**src/rtl/sram128x8_arbiter.sv**
```systemverilog
// Two-port round-robin front end for a 128x8 single-port SRAM macro with active-low controls.
// After reset it optionally zero-fills the whole array, then grants one request per cycle.
// Every macro control is driven from a register, and read data returns three cycles after
// the handshake, routed to the requesting port.
module sram128x8_arbiter #(
  parameter int unsigned AW             = 7,
  parameter int unsigned DW             = 8,
  parameter bit          CLEAR_ON_RESET = 1'b1
) (
  input  logic          CLK,
  input  logic          RESETN,

  input  logic          p0_valid,
  output logic          p0_ready,
  input  logic          p0_we,
  input  logic [AW-1:0] p0_addr,
  input  logic [DW-1:0] p0_wmask,
  input  logic [DW-1:0] p0_wdata,
  output logic          p0_rvalid,
  output logic [DW-1:0] p0_rdata,

  input  logic          p1_valid,
  output logic          p1_ready,
  input  logic          p1_we,
  input  logic [AW-1:0] p1_addr,
  input  logic [DW-1:0] p1_wmask,
  input  logic [DW-1:0] p1_wdata,
  output logic          p1_rvalid,
  output logic [DW-1:0] p1_rdata,

  output logic          init_done,

  output logic          sram_CEN,
  output logic          sram_GWEN,
  output logic [DW-1:0] sram_WEN,
  output logic [AW-1:0] sram_A,
  output logic [DW-1:0] sram_D,
  input  logic [DW-1:0] sram_Q
);

  typedef enum logic [0:0] {StInit, StRun} state_e;

  // The extra MSB flags that the last word of the clear has been issued.
  localparam logic [AW:0] CntOne = {{AW{1'b0}}, 1'b1};

  state_e        state_q, state_d;
  logic [AW:0]   cnt_q, cnt_d;
  logic          init_done_q, init_done_d;
  // 0 favours p0, 1 favours p1.
  logic          rr_q, rr_d;

  logic          cen_q, cen_d;
  logic          gwen_q, gwen_d;
  logic [DW-1:0] wen_q, wen_d;
  logic [AW-1:0] a_q, a_d;
  logic [DW-1:0] d_q, d_d;

  // Response pipeline: {is_read, port} per stage.
  logic          s1_rd_q, s1_port_q;
  logic          s2_rd_q, s2_port_q;

  logic          rvalid0_q, rvalid1_q;
  logic [DW-1:0] rdata0_q, rdata1_q;

  logic          gnt0, gnt1;
  logic          hs0, hs1, hs_any;
  logic          sel_we;
  logic [AW-1:0] sel_addr;
  logic [DW-1:0] sel_mask, sel_wdata;

  // Round-robin grant: a lone requester wins, ties go to the favoured port.
  always_comb begin
    gnt0 = p0_valid && (!p1_valid || !rr_q);
    gnt1 = p1_valid && (!p0_valid ||  rr_q);
  end

  assign p0_ready = init_done_q && gnt0;
  assign p1_ready = init_done_q && gnt1;

  assign hs0    = p0_valid && p0_ready;
  assign hs1    = p1_valid && p1_ready;
  assign hs_any = hs0 || hs1;

  // Mux the granted port's request onto a common path.
  always_comb begin
    sel_we    = hs1 ? p1_we    : p0_we;
    sel_addr  = hs1 ? p1_addr  : p0_addr;
    sel_mask  = hs1 ? p1_wmask : p0_wmask;
    sel_wdata = hs1 ? p1_wdata : p0_wdata;
  end

  // Next-state logic for the clear sequence, arbitration pointer and macro control registers.
  always_comb begin
    state_d     = state_q;
    cnt_d       = cnt_q;
    init_done_d = init_done_q;
    rr_d        = rr_q;
    cen_d       = 1'b1;
    gwen_d      = 1'b1;
    wen_d       = '1;
    a_d         = a_q;
    d_d         = d_q;

    unique case (state_q)
      StInit: begin
        if (CLEAR_ON_RESET) begin
          if (!cnt_q[AW]) begin
            cen_d  = 1'b0;
            gwen_d = 1'b0;
            wen_d  = '0;
            a_d    = cnt_q[AW-1:0];
            d_d    = '0;
            cnt_d  = cnt_q + CntOne;
          end else begin
            state_d     = StRun;
            init_done_d = 1'b1;
          end
        end else begin
          state_d     = StRun;
          init_done_d = 1'b1;
        end
      end

      StRun: begin
        if (hs_any) begin
          cen_d = 1'b0;
          a_d   = sel_addr;
          // Whoever wins, the other port is favoured next time.
          rr_d  = hs0;
          if (sel_we) begin
            gwen_d = 1'b0;
            wen_d  = ~sel_mask;
            d_d    = sel_wdata;
          end
        end
      end

      default: state_d = StInit;
    endcase
  end

  // State, pointer and macro control registers.
  always_ff @(posedge CLK or negedge RESETN) begin
    if (!RESETN) begin
      state_q     <= StInit;
      cnt_q       <= '0;
      init_done_q <= 1'b0;
      rr_q        <= 1'b0;
      cen_q       <= 1'b1;
      gwen_q      <= 1'b1;
      wen_q       <= '1;
      a_q         <= '0;
      d_q         <= '0;
    end else begin
      state_q     <= state_d;
      cnt_q       <= cnt_d;
      init_done_q <= init_done_d;
      rr_q        <= rr_d;
      cen_q       <= cen_d;
      gwen_q      <= gwen_d;
      wen_q       <= wen_d;
      a_q         <= a_d;
      d_q         <= d_d;
    end
  end

  // Two-stage tag pipeline; stage 2 lines up with sram_Q for the tagged read.
  always_ff @(posedge CLK or negedge RESETN) begin
    if (!RESETN) begin
      s1_rd_q   <= 1'b0;
      s1_port_q <= 1'b0;
      s2_rd_q   <= 1'b0;
      s2_port_q <= 1'b0;
    end else begin
      s1_rd_q   <= hs_any && !sel_we;
      s1_port_q <= hs1;
      s2_rd_q   <= s1_rd_q;
      s2_port_q <= s1_port_q;
    end
  end

  // Capture macro output into the tagged port and strobe its rvalid for one cycle.
  always_ff @(posedge CLK or negedge RESETN) begin
    if (!RESETN) begin
      rvalid0_q <= 1'b0;
      rvalid1_q <= 1'b0;
      rdata0_q  <= '0;
      rdata1_q  <= '0;
    end else begin
      rvalid0_q <= s2_rd_q && !s2_port_q;
      rvalid1_q <= s2_rd_q &&  s2_port_q;
      if (s2_rd_q && !s2_port_q) rdata0_q <= sram_Q;
      if (s2_rd_q &&  s2_port_q) rdata1_q <= sram_Q;
    end
  end

  assign init_done = init_done_q;
  assign sram_CEN  = cen_q;
  assign sram_GWEN = gwen_q;
  assign sram_WEN  = wen_q;
  assign sram_A    = a_q;
  assign sram_D    = d_q;
  assign p0_rvalid = rvalid0_q;
  assign p1_rvalid = rvalid1_q;
  assign p0_rdata  = rdata0_q;
  assign p1_rdata  = rdata1_q;

endmodule

```
**config.mk**
```make
export PLATFORM = sky130hd
export DESIGN_NAME = sram128x8_arbiter
export DESIGN_NICKNAME = d
export VERILOG_FILES = /design/src/rtl/sram128x8_arbiter.sv
export SDC_FILE = /design/constraint.sdc
export NUM_CORES = 1
export LEC_CHECK = 0
export CAP_MARGIN = 30
export CORE_ASPECT_RATIO = 2
export CORE_MARGIN = 2
export CORE_UTILIZATION = 40
export CTS_BUF_LIST = sky130_fd_sc_hd__clkbuf_8
export DETAILED_ROUTE_END_ITERATION = 8
export PLACE_DENSITY = 0.79
export SLEW_MARGIN = 20
export SYNTH_ARGS = -nofsm -noshare
export SYNTH_HDL_FRONTEND = slang
export SYNTH_SLANG_ARGS = --single-unit
```
**constraint.sdc**
```tcl
create_clock -name CLK -period 1.4 [get_ports CLK]
set_input_delay 0.35 -clock CLK [delete_from_list [all_inputs] [get_ports CLK]]
set_output_delay 0.35 -clock CLK [all_outputs]
set_load 0.03 [all_outputs]
```
Word level (Yosys, flattened, before mapping):

Index checks and enable logic that the tools add are counted.

* add/sub/neg operators: 1
* multiply operators: 0
* div/mod/pow operators: 0
* $lt $le $gt $ge: 0
* equal/unequal tests: 3
* shifts and indexed selects: 0
* multiplexer cells: 23
* bitwise operators: 3
* reduce and logical (&&, ||, !) cells: 22

Operator list (number)
* 8-bit 2-to-1 mux: 9
* 8-bit one-hot mux with 2 select lines: 2
* 7-bit 2-to-1 mux: 3
* 7-bit one-hot mux with 2 select lines: 1
* 1-bit logical AND: 9
* 8-bit by 1-bit adder with 8-bit output, second input constant: 1
* 8-bit NOT: 1
* 2-bit AND reduction: 4
* 1-bit 2-to-1 mux: 6
* 1-bit logical NOT: 5
* 2-bit by 1-bit != test with 1-bit output, second input constant: 2
* 1-bit one-hot mux with 2 select lines: 2
* 1-bit logical OR: 3
* 3-bit AND reduction: 1
* 2-bit != test, second input constant: 1
* 1-bit NOT: 2

* bits in registers: 58
* bits in latches: 0
* RAM bits: 0
* bits in read-only memories: 0
* memories kept: 0

Logic depth before layout (Yosys ltp):

* word-level depth: 10
* gate-level depth with buffers: 6
* gate-level depth less buffers: 5

Least setup slack after synthesis:

No wires, ideal clock.

* path kind: reg2out
* from: register init_done_q, in the netlist init_done
* to: output port p1_ready
* arrival time: 1387 ps
* required time: 1050 ps
* setup slack: -337 ps
* cell stages (with the launch flop): 6
* cells stage by stage: dfrtp_1 buf_2 and2_4 nand2_4 buf_4 inv_1

* longest elaborated chain between the ends: 1

Ends and longest elaborated chain
* start: declaration: line 48 `logic init_done_q, init_done_d;`
* start signal: assignment: line 157 `init_done_q <= init_done_d;`
* 1-bit logical AND: line 78 `assign p1_ready = init_done_q && gnt1;`
* end: declaration: line 23 `output logic p1_ready,`

Every way passes these cells.

Worst setup path in the final report:

* from: register rr_q
* to: output port p1_ready

* longest elaborated chain between the ends: 3

Ends and longest elaborated chain
* start: declaration: line 50 `logic rr_q, rr_d;`
* start signal: assignment: line 158 `rr_q <= rr_d;`
* 1-bit logical OR: line 74 `gnt1 = p1_valid && (!p0_valid || rr_q);`
* 1-bit logical AND: line 74
* 1-bit logical AND: line 78

Every way passes these cells.

==> impl_metrics.py <==
metrics = {
    "run_status": {
        "status": "finished, violations left",
        "violations": "negative setup slack",
    },
    "worst_setup_path": {
        "cp-start-kind": "flop",
        "path_class": "flop to output port",
        "path_max_fanout": 4,
        "arrival_ps": 1250,
        "crit_path_end_kind": "output port",
        "cp.required_ps": 1050,
    },
    "synth": {
        "synth_cell_types": 41,
        "avgSynthCellArea_um2": 12.8,
        "postSynthNetCount": 261,
        "synth.yosys.seq_area_share_pct": 57.2,
        "synth.largest_area_cell": "dfrtp_1",
        "synth_top_cell_area_share_pct": 46.9,
        "synth_warnings": 0,
        "syn_inst": 200,
        "ys_seq_elements": 58,
        "synth_area_mm2": 0.00256,
        "synth_top_cells_by_area": "dfrtp_1, dfstp_2, mux2_2",
    },
    "routing": {
        "remaining_drc_errors": 0,
        "wl_per_cell_um": 17.5,
        "ant_nets": 0,
        "first_iter_violations": 108,
        "dr.pass1.iters": 4,
        "viasPerCell": 5.04,
        "num_vias": 2242,
        "finalWirelength_mm": 7.78,
    },
    "layout": {
        "final_cell_count_no_fill": 445,
        "syn2layout_area_growth_pct": 77.2,
        "num_antenna_cells": 0,
        "final_nets": 416,
        "design_area_mm2": 0.00454,
        "utilization_pct": 72.5,
        "drive_gt1_share_pct": 50.1,
    },
    "pwr": {
        "vdd_ir_drop_max_uv": 609,
        "powerDensity_mw_per_mm2": 861,
        "power.leakage_nw": 2.17,
        "total_power_mw": 3.91,
    },
    "clock_tree": {
        "cts.sinks": 58,
        "cts_buffers": 9,
        "cts_root_buf": "clkbuf_8",
        "cts_max_level": 3,
        "clk_path_buf_depth": 2,
        "clkTransAtPathRegs_ps": 70,
        "insertion_delay_ps": 330,
        "cts_tree": "yes",
        "cts_hold_buf": 0,
    },
    "die": {
        "die_h_um": 117,
        "io_pins": 106,
        "core_area_mm2": 0.00626,
        "die_area_mm2": 0.00710,
        "rows": 41,
        "initial_core_util_pct": 40.9,
        "die_w_um": 60.6,
    },
    "sta": {
        "layout_setup_ws_ps": -199,
        "whs_ps": 18.9,
        "fmax_mhz": 625,
        "clock_skew_ps": 8.85,
        "tns_ps": -2140,
        "hold_viol": 0,
        "slew_headroom_pct": 74.3,
        "worstMarginPinSlew_ps": 384,
        "slew_violations": 0,
        "period_share_pct": 114,
        "setup_viol": 24,
        "min_period_ps": 1600,
        "rsz0062_at_grt": "true",
    },
    "placed_design": {
        "dp_hpwl_mm": 4.97,
        "place_congestion": 0.820,
        "placed_area_mm2": 0.00386,
        "dp_cells": 407,
        "port_buffers": 105,
        "dpl_worst_slack_ps": -510,
    },
    "grt": {
        "antenna_found_initial": 0,
        "track_usage_pct": 21.8,
        "grt_pass1_vias": 2238,
        "grt_pass1_wl_mm": 11.2,
        "gr-total-overflow": 0,
        "grt_max_degree": 59,
    },
    "hold_path": {
        "hold_path.class": "primary input to asynchronous set/reset pin",
    },
    "run": {
        "max_cap_violations": 0,
    },
}
==> layout by cell type (no fill, tap or decap), types with 6 or more instances in the layout <==
| cell | n |
|---|---|
| clkdlybuf4s50_1 | 56 |
| dfrtp_1 | 46 |
| buf_4 | 39 |
| buf_6 | 24 |
| mux2_2 | 21 |
| nand2_1 | 14 |
| mux2i_1 | 14 |
| clkdlybuf4s15_2 | 13 |
| clkbuf_8 | 10 |
| dfstp_2 | 10 |
| a21oi_2 | 6 |
| inv_1 | 6 |
| o21ai_1 | 6 |
| buf_2 | 6 |
| clkbuf_2 | 6 |
==> flip-flops by register name, indices dropped and copies added (netlist names), 7 cells and up <==
register  flops
sram_WEN      8
p1_rdata      8
sram_A        7
cnt_q         8
p0_rdata      8
sram_D        8
==> worst paths after layout <==
path	slack (ps)	depth (start not counted)	start	to
worst min register to register	350	0	s1_rd_q$_DFF_PN0_	s2_rd_q$_DFF_PN0_
worst max-delay path	-200	4	rr_q$_DFFE_PN0P_	p1_ready
worst min-delay path	20	2	RESETN	p1_rdata[0]$_DFFE_PN0P_
worst max register to register	-150	6	rr_q$_DFFE_PN0P_	sram_D[0]$_DFFE_PN0P_
max in group asynchronous	1080	2	RESETN	sram_CEN$_DFF_PN1_
min in group CLK	350	0	s1_rd_q$_DFF_PN0_	s2_rd_q$_DFF_PN0_
==> worst max-delay path, cell delays in order, from the launching register on <==
cell and delay [ps]:
dfrtp_1 420, nand2b_4 190, nand2_8 100, clkinvlp_4 80, buf_6 130
==> cell usage after synthesis <==
cell,n
buf_4,1
and3_1,6
and2_1,1
xnor2_1,5
o21ai_1,1
nor2b_1,1
nor4b_1,2
nand4_1,1
nand3_4,1
nand2_4,1
a21oi_1,5
o21ai_0,7
and2_4,1
inv_1,7
nand2b_1,1
xor2_1,1
ha_1,1
mux2_4,3
dfstp_2,10
buf_6,2
mux2_2,21
a21oi_4,1
and2b_1,1
a22oi_1,7
o221a_2,2
mux2i_1,16
a211oi_1,3
a21o_1,1
buf_2,3
o22ai_1,4
o211ai_2,1
dfrtp_1,48
nand3_1,3
a21oi_2,3
nor2_1,4
o211a_1,1
a31oi_1,2
clkbuf_1,3
a32o_1,1
a41o_1,1
nand2_1,16
==> repair_timing <==
action	4_1_cts	5_1_grt
cloned	1	1
resized for setup	104	48
pin swaps	4	15
hold endpoints to repair	0	0
setup endpoints to repair	51	45
buffers inserted	10	13
==> power by group <==
part           switching [mW]  internal [mW]
logic                   0.142          0.211
clock network           0.641           1.22
registers             0.00612           1.69
==> per-layer routing <==
| metal | routed length (um) | vias up | global-route usage [%] |
|---|---|---|---|
| met4 | 292 | 0 | 9.28 |
| met3 | 309 | 26 | 4.84 |
| met1 | 2730 | 1111 | 23.3 |
| met2 | 4450 | 75 | 39.6 |
| li1 | - | 1030 | - |
| met5 | 0 | - | 0 |
==> cell type report <==
type,count,area [um2]
multi-input combinational,126,1190
fill,430,1720
clock buffer,10,138
inverter,7,30.0
timing repair buffer,153,1510
tap,86,108
sequential,58,1470
clock inverter,5,103
==> cell families after synthesis <==
kind of cell,count (synthesis),synth area share [%]
mux,40,17.2
xor+xnor,6,2.05
simple gates,39,8.40
fa+ha+maj,1,0.488
buf+inv,16,3.22
compound gates,40,11.4
flops,58,57.2
Note: power is estimated with default switching activity, not from simulation.
